--- src/rtl/systolic_seq_if.sv ---
// systolic_seq_if
// Command / array-control bundle of the systolic tile sequencer.
//   start, k_len  : host command (tile request and reduction length K)
//   c_ready       : C result memory accepts the current row write
//   busy, done    : sequencer status, done is a one-cycle completion pulse
//   acc_clr       : clear all PE accumulators
//   a_rd_en/b_rd_en : operand buffer beat reads
//   a_row_en/b_col_en : skewed per-row / per-column valids into the array
//   c_wr_en, c_row_sel : C row write valid and one-hot row select
// Modports:
//   master : the sequencer (drives control/status, samples command and c_ready)
//   slave  : host, operand buffers and C memory
interface systolic_seq_if #(
  parameter int N  = 2,
  parameter int M  = 2,
  parameter int KW = 8
);
  logic          start;
  logic [KW-1:0] k_len;
  logic          c_ready;
  logic          busy;
  logic          done;
  logic          acc_clr;
  logic          a_rd_en;
  logic          b_rd_en;
  logic [N-1:0]  a_row_en;
  logic [M-1:0]  b_col_en;
  logic          c_wr_en;
  logic [N-1:0]  c_row_sel;

  modport master (
    input  start, k_len, c_ready,
    output busy, done, acc_clr, a_rd_en, b_rd_en,
           a_row_en, b_col_en, c_wr_en, c_row_sel
  );

  modport slave (
    output start, k_len, c_ready,
    input  busy, done, acc_clr, a_rd_en, b_rd_en,
           a_row_en, b_col_en, c_wr_en, c_row_sel
  );
endinterface

--- src/rtl/systolic_seq_ctrl.sv ---
// systolic_seq_ctrl
// Sequencer for one N x M systolic MAC tile: accepts a start with reduction
// length K, clears the accumulators, streams K operand beats with row/column
// skew, drains the array pipeline (N+M-1 cycles) and writes the N result rows
// under c_ready back-pressure, then pulses done.
// Ports:
//   clk          : clock
//   rst          : synchronous active-high reset
//   bus          : systolic_seq_if.master (command, status, array control)
//   perf_cycles  : busy-cycle counter, only when SEQ_CTRL_PERF_EN is defined
// Optional feature macro: SEQ_CTRL_PERF_EN
// All outputs are registered or decoded from registered state only.
module systolic_seq_ctrl #(
  parameter int N  = 2,
  parameter int M  = 2,
  parameter int KW = 8
) (
  input  logic             clk,
  input  logic             rst,
  systolic_seq_if.master   bus
`ifdef SEQ_CTRL_PERF_EN
  ,
  output logic [31:0]      perf_cycles
`endif
);

  typedef enum logic [2:0] {
    S_IDLE,
    S_CLEAR,
    S_FEED,
    S_DRAIN,
    S_WRITE,
    S_DONE
  } state_t;

  localparam int            RW         = $clog2(N);
  localparam logic [KW-1:0] DRAIN_LAST = KW'(N + M - 2);
  localparam logic [RW-1:0] ROW_LAST   = RW'(N - 1);

  state_t        state_q, state_d;
  logic [KW-1:0] k_q, k_d;
  logic [KW-1:0] cnt_q, cnt_d;
  logic [RW-1:0] r_q, r_d;
  logic [N-2:0]  a_skew_q, a_skew_d;
  logic [M-2:0]  b_skew_q, b_skew_d;

  logic          feed;
  logic [N-1:0]  a_row_en_w;
  logic [M-1:0]  b_col_en_w;

  // Lane 0 is the FEED decode; higher lanes are its delayed copies, so the
  // skew tails drain naturally once FEED ends.
  assign feed       = (state_q == S_FEED);
  assign a_row_en_w = {a_skew_q, feed};
  assign b_col_en_w = {b_skew_q, feed};

  always_comb begin
    state_d  = state_q;
    k_d      = k_q;
    cnt_d    = cnt_q;
    r_d      = r_q;
    a_skew_d = a_row_en_w[N-2:0];
    b_skew_d = b_col_en_w[M-2:0];
    case (state_q)
      S_IDLE: begin
        if (bus.start) begin
          if (bus.k_len != '0) begin
            k_d     = bus.k_len;
            cnt_d   = '0;
            state_d = S_CLEAR;
          end else begin
            state_d = S_DONE;
          end
        end
      end
      S_CLEAR: begin
        cnt_d   = '0;
        state_d = S_FEED;
      end
      S_FEED: begin
        // Compare against K-1 so K = 2^KW-1 ends without the counter wrapping.
        if (cnt_q == (k_q - KW'(1))) begin
          cnt_d   = '0;
          state_d = S_DRAIN;
        end else begin
          cnt_d = cnt_q + KW'(1);
        end
      end
      S_DRAIN: begin
        if (cnt_q == DRAIN_LAST) begin
          cnt_d   = '0;
          r_d     = '0;
          state_d = S_WRITE;
        end else begin
          cnt_d = cnt_q + KW'(1);
        end
      end
      S_WRITE: begin
        if (bus.c_ready) begin
          if (r_q == ROW_LAST) begin
            r_d     = '0;
            state_d = S_DONE;
          end else begin
            r_d = r_q + RW'(1);
          end
        end
      end
      S_DONE: begin
        state_d = S_IDLE;
      end
      default: begin
        state_d = S_IDLE;
      end
    endcase
  end

  always_ff @(posedge clk) begin
    if (rst) begin
      state_q  <= S_IDLE;
      k_q      <= '0;
      cnt_q    <= '0;
      r_q      <= '0;
      a_skew_q <= '0;
      b_skew_q <= '0;
    end else begin
      state_q  <= state_d;
      k_q      <= k_d;
      cnt_q    <= cnt_d;
      r_q      <= r_d;
      a_skew_q <= a_skew_d;
      b_skew_q <= b_skew_d;
    end
  end

  assign bus.busy      = (state_q != S_IDLE);
  assign bus.done      = (state_q == S_DONE);
  assign bus.acc_clr   = (state_q == S_CLEAR);
  assign bus.a_rd_en   = feed;
  assign bus.b_rd_en   = feed;
  assign bus.a_row_en  = a_row_en_w;
  assign bus.b_col_en  = b_col_en_w;
  assign bus.c_wr_en   = (state_q == S_WRITE);
  assign bus.c_row_sel = (state_q == S_WRITE) ? (N'(1) << r_q) : '0;

`ifdef SEQ_CTRL_PERF_EN
  logic [31:0] perf_q, perf_d;

  // Counts busy cycles of the last accepted operation, saturating.
  always_comb begin
    perf_d = perf_q;
    if (state_q == S_IDLE) begin
      if (bus.start) begin
        perf_d = '0;
      end
    end else if (perf_q != '1) begin
      perf_d = perf_q + 32'd1;
    end
  end

  always_ff @(posedge clk) begin
    if (rst) begin
      perf_q <= '0;
    end else begin
      perf_q <= perf_d;
    end
  end

  assign perf_cycles = perf_q;
`endif

endmodule

--- src/flat_wrapper.sv ---
// flat-port wrapper written by rule: the top's interface ports become plain ports
module systolic_seq_ctrl_flat 
#(
  parameter int N  = 2,
  parameter int M  = 2,
  parameter int KW = 8
)
  (clk, rst, bus_start, bus_k_len, bus_c_ready, bus_busy, bus_done, bus_acc_clr, bus_a_rd_en, bus_b_rd_en, bus_a_row_en, bus_b_col_en, bus_c_wr_en, bus_c_row_sel);
  systolic_seq_if #(.N(N), .M(M), .KW(KW)) bus_i ();
  input  logic clk;
  input  logic rst;
  input wire logic [$bits(bus_i.start)-1:0] bus_start;
  input wire logic [$bits(bus_i.k_len)-1:0] bus_k_len;
  input wire logic [$bits(bus_i.c_ready)-1:0] bus_c_ready;
  output wire logic [$bits(bus_i.busy)-1:0] bus_busy;
  output wire logic [$bits(bus_i.done)-1:0] bus_done;
  output wire logic [$bits(bus_i.acc_clr)-1:0] bus_acc_clr;
  output wire logic [$bits(bus_i.a_rd_en)-1:0] bus_a_rd_en;
  output wire logic [$bits(bus_i.b_rd_en)-1:0] bus_b_rd_en;
  output wire logic [$bits(bus_i.a_row_en)-1:0] bus_a_row_en;
  output wire logic [$bits(bus_i.b_col_en)-1:0] bus_b_col_en;
  output wire logic [$bits(bus_i.c_wr_en)-1:0] bus_c_wr_en;
  output wire logic [$bits(bus_i.c_row_sel)-1:0] bus_c_row_sel;
  assign bus_i.start = bus_start;
  assign bus_i.k_len = bus_k_len;
  assign bus_i.c_ready = bus_c_ready;
  assign bus_busy = bus_i.busy;
  assign bus_done = bus_i.done;
  assign bus_acc_clr = bus_i.acc_clr;
  assign bus_a_rd_en = bus_i.a_rd_en;
  assign bus_b_rd_en = bus_i.b_rd_en;
  assign bus_a_row_en = bus_i.a_row_en;
  assign bus_b_col_en = bus_i.b_col_en;
  assign bus_c_wr_en = bus_i.c_wr_en;
  assign bus_c_row_sel = bus_i.c_row_sel;
  systolic_seq_ctrl #(.N(N), .M(M), .KW(KW)) u_core (.clk(clk), .rst(rst), .bus(bus_i));
endmodule
--- config.mk ---
export PLATFORM = sky130hd
export DESIGN_NAME = systolic_seq_ctrl_flat
export DESIGN_NICKNAME = d
export VERILOG_FILES = /design/src/rtl/systolic_seq_if.sv /design/src/rtl/systolic_seq_ctrl.sv /design/src/flat_wrapper.sv
export SDC_FILE = /design/constraint.sdc
export NUM_CORES = 1
export LEC_CHECK = 0
export BUFFER_PORTS_ARGS = -buffer_cell sky130_fd_sc_hd__buf_2
export CAP_MARGIN = 5
export CORE_UTILIZATION = 45
export DETAILED_ROUTE_END_ITERATION = 10
export GPL_ROUTABILITY_DRIVEN = 0
export PLACE_DENSITY = 0.71
export RECOVER_POWER = 25
export REMOVE_ABC_BUFFERS = 1
export SYNTH_ARGS = -nofsm -noshare
export SYNTH_HDL_FRONTEND = slang
export SYNTH_SLANG_ARGS = --single-unit
--- constraint.sdc ---
create_clock -name clk -period 2.5 [get_ports clk]
set_input_delay 0.125 -clock clk [delete_from_list [all_inputs] [get_ports clk]]
set_output_delay 0.125 -clock clk [all_outputs]
set_load 0.005 [all_outputs]
==> run summary <==
Across all register-to-register paths, the minimum setup slack is 0.18 ns. The dominant combinational cell family by area after synthesis is simple AND/OR/NAND/NOR gates. The later-pin clock latency in the skew report came out at 0.30 ns. Static timing analysis puts the maximum clock frequency at 431.6 MHz.

Once layout is done, the placed cells without fillers occupy 1451 um^2. The gate count after technology mapping is 160. The die span in x came out at 56.34 um. For the pin with the worst max-slew slack, the measured transition is 0.4777 ns.

The post-synthesis sequential area ratio came out at 31.64%. The worst hold path belongs to the class in2reg. The core outline area came out at 2781 um^2. The initial antenna violation count came out at 0. The origin of the worst min-delay path is bus_k_len[4]. The share of post-route cells with drive strength above 1 is 17.42%. Sorting the synthesized cells by area gives the leading types as sky130_fd_sc_hd__dfxtp_1 32%, sky130_fd_sc_hd__mux2i_1 6.0%, sky130_fd_sc_hd__nor2_1 5.9%, sky130_fd_sc_hd__nand2_1 4.0%, sky130_fd_sc_hd__xnor2_1 4.0%.

The number of nets with antenna violations after detailed routing came out at 0. The simple-gate area share of the yosys netlist came out at 26.27%. The cell area that synthesis handed to floorplanning was 1329 um^2. Of all nets on the critical path, the largest fanout is 8. The final worst clock skew came out at 0.001489 ns. The data required time of the critical path is 2.70 ns.

The worst voltage drop across the vdd grid is 713.5 uV. TritonCTS built the clock tree. The worst path needs 2.317 ns of the cycle, external delays included.

The parity-gate share of the synthesized area counting xor and xnor cells came out at 7.627%. The first-pass GRT wire length is 4712 um. The number of placed instances, taps included, is 204. Once placement finished, the instance area stood at 1421 um^2. The post-cts sizing count is 0. The most used flip-flop cell after synthesis is sky130_fd_sc_hd__dfxtp_1. The run finished with clean final reports.

The number of synthesized flops with an enable pin came out at 0. The routed wirelength normalized by instance count came out at 13.47 um. The total via count after detailed routing is 1171. By count the netlist is led by 21 x sky130_fd_sc_hd__dfxtp_1, 21 x sky130_fd_sc_hd__nor2_1, 14 x sky130_fd_sc_hd__nand2_1, 9 x sky130_fd_sc_hd__o21ai_0, 8 x sky130_fd_sc_hd__mux2i_1. The total wirelength of the detailed-routed design is 2816 um.

For this design the static power due to leakage is 0.6535 nW. The startpoint-to-endpoint class of the critical path is reg2reg. The cell type with the largest total area after synthesis is sky130_fd_sc_hd__dfxtp_1. The depth of the CTS H-tree is 1.

The post-synthesis async set-or-reset flop share came out at 0%. The worst hold path stage count came out at 3. Global routing used 18.85% of the available tracks.

The net total in the final layout came out at 194. In this run the tightest slew margin relative to its limit is 67.82%. After legalization and detailed placement, the total HPWL measured 2190 um. The number of input and output port buffers inserted is 23. In this run, synthesis produced a sequential element count of 21. The die height came out at 56.34 um. The total iterations of the first detailed-routing run is 4. The path with the worst hold slack has its endpoint at u_core.k_q[4]$_SDFFE_PP0P_.

The number of antenna diodes in the final layout is 0. Clock tree synthesis selected as its root buffer the cell sky130_fd_sc_hd__clkbuf_4. The share of the clock period used by the worst path came out at 92.69%. The die area came out at 3174 um^2.

The worst register-to-register path begins at u_core.cnt_q[1]$_SDFFE_PP0P_. STA classifies the critical path endpoint as a register. Counting the fill cells in the layout gives 274. The count of endpoints failing hold in the final timing report came out at 0. The number of setup buffers added after CTS is 0. The effective utilization at floorplan is 47.77%. The portion of synthesized area spent on multiplexers is 6.026%.

Setup violations remaining at the end of the flow were counted as 0. Compared with the post-synthesis result, the final layout area differs by 9.228%. Dividing the synthesized area by the synthesized cell count gives 8.305 um^2. The clock net sink count is 21. The number of standard cells in the final layout excluding fillers came out at 209. The clock tree buffer depth is 2. The total power divided by cell area came out at 821.1 nW/um^2. The pin count of the biggest net entering global routing came out at 17. In this run, CTS created clock tree buffers numbering 3.

The final count of pins violating max slew came out at 0. The number of violations reported at the end of detailed-routing iteration 0 came out at 49. After clock tree synthesis, the clock-pin slew on the worst setup and hold paths is 0.11 ns. The worst reg2reg path depth is 8.

The unique cell type count in the Yosys netlist is 42. STA classifies the critical path startpoint as a register. The total power of the final layout is 1.192 mW. The via count normalized by instance count is 5.603. For the worst setup path, the data arrival time is 2.52 ns. The synthesized netlist devotes 2.825% of its cell area to adder and majority cells.

The portion of synthesized cell area occupied by the leading cell type came out at 31.64%. In this run the critical register-to-register path is captured at u_core.cnt_q[7]$_SDFFE_PP0P_. The total overflow left after global routing is 0. The total of max-cap violations came out at 0.

The count of pins on the block boundary is 24. The via count of the first global-routing pass is 1078. The synthesized netlist devotes 18.46% of its cell area to compound gates. The number of DRC violations after detailed routing is 0. The total number of yosys warnings came out at 0. The number of hold-repair buffers added at the cts stage is 0. The row count came out at 19.
## worst max-delay path by stage
stage,startpoint,end,slack [ns],cells after the start
2_1_floorplan,u_core.cnt_q[1]$_SDFFE_PP0P_,u_core.cnt_q[2]$_SDFFE_PP0P_,0.28,7
3_3_place_gp,u_core.cnt_q[1]$_SDFFE_PP0P_,u_core.cnt_q[2]$_SDFFE_PP0P_,0.16,7
3_5_place_dp,u_core.cnt_q[1]$_SDFFE_PP0P_,u_core.cnt_q[5]$_SDFFE_PP0P_,0.07,7
4_1_cts,u_core.cnt_q[1]$_SDFFE_PP0P_,u_core.cnt_q[5]$_SDFFE_PP0P_,0.06,7
5_1_grt,u_core.k_q[0]$_SDFFE_PP0P_,u_core.cnt_q[7]$_SDFFE_PP0P_,-0.01,9
6_report,u_core.cnt_q[1]$_SDFFE_PP0P_,u_core.cnt_q[7]$_SDFFE_PP0P_,0.18,8
## worst max-delay path, cell delays in order, from the launching register on
cell	delay, ns
sky130_fd_sc_hd__dfxtp_1	0.45
sky130_fd_sc_hd__ha_1	0.18
sky130_fd_sc_hd__or4b_4	0.47
sky130_fd_sc_hd__o211ai_2	0.21
sky130_fd_sc_hd__o2111ai_2	0.18
sky130_fd_sc_hd__o311ai_4	0.39
sky130_fd_sc_hd__buf_4	0.20
sky130_fd_sc_hd__o21bai_1	0.10
sky130_fd_sc_hd__nand2_1	0.05
## power breakdown
group,switching [mW],internal [mW]
Sequential,0.0908,0.391
Clock,0.0987,0.0621
Combinational,0.290,0.259
## layout by cell type (no fill, tap or decap), types with 3 or more instances in the layout
cell type                   n
sky130_fd_sc_hd__a21oi_1    6
sky130_fd_sc_hd__mux2i_1    8
sky130_fd_sc_hd__nor3b_1    3
sky130_fd_sc_hd__clkbuf_1   4
sky130_fd_sc_hd__dfxtp_1   21
sky130_fd_sc_hd__a21boi_0   3
sky130_fd_sc_hd__o21ai_0    9
sky130_fd_sc_hd__or4_1      3
sky130_fd_sc_hd__buf_4      3
sky130_fd_sc_hd__xor2_1     3
sky130_fd_sc_hd__inv_1      5
sky130_fd_sc_hd__nand2_1   14
sky130_fd_sc_hd__nor3_1     5
sky130_fd_sc_hd__nor2_1    21
sky130_fd_sc_hd__a21o_1     3
sky130_fd_sc_hd__ha_1       3
sky130_fd_sc_hd__xnor2_1    6
sky130_fd_sc_hd__nand3_1    6
sky130_fd_sc_hd__buf_2     19
sky130_fd_sc_hd__clkbuf_4   3
## routing by layer
metal / track usage [%] / part of all wire [%]
met2: 32.99 / 48
met3: 4.378 / 4.3
met5: 0 / 0
met4: 5.923 / 0.82
met1: 22.75 / 47
## cell families after synthesis
| family | Yosys count |
|---|---|
| AO/OA/AOI/OAI | 33 |
| XOR/XNOR | 10 |
| adder cells (fa/ha/maj) | 3 |
| buffers and inverters | 17 |
| flip-flops | 21 |
| multiplexers | 8 |
| AND/OR/NAND/NOR | 68 |
## area by class of cell
| type | count | area, um^2 | area share, % |
|---|---|---|---|
| multi-input cells | 122 | 813.3 | 56.03 |
| flip-flops and latches | 21 | 420.4 | 28.97 |
| repair buffers | 26 | 133.9 | 9.224 |
| well taps | 31 | 38.79 | 2.672 |
| clock buffers | 4 | 26.28 | 1.810 |
| inverters | 5 | 18.77 | 1.293 |
## per-stage QoR
step / hold slack (ns) / setup slack [ns] / setup TNS (ns) / utilization (%)
2_1_floorplan: 0.1967 / 0.2801 / 0 / -
3_3_place_gp: 0.3664 / 0.1607 / 0 / 51.10
3_5_place_dp: 0.3804 / 0.07353 / 0 / 51.10
4_1_cts: 0.05676 / 0.06084 / 0 / 52.05
5_1_grt: 0.06955 / -0.01189 / -0.01189 / 52.18
6_report: 0.06844 / 0.1828 / 0 / 52.18
## registers in the layout (all words and copies together), names as in the netlist
name / count
u_core.a_skew_q: 1
u_core.state_q: 3
u_core.cnt_q: 8
u_core.r_q: 1
u_core.k_q: 8
Note: power is estimated with default switching activity, not from simulation.
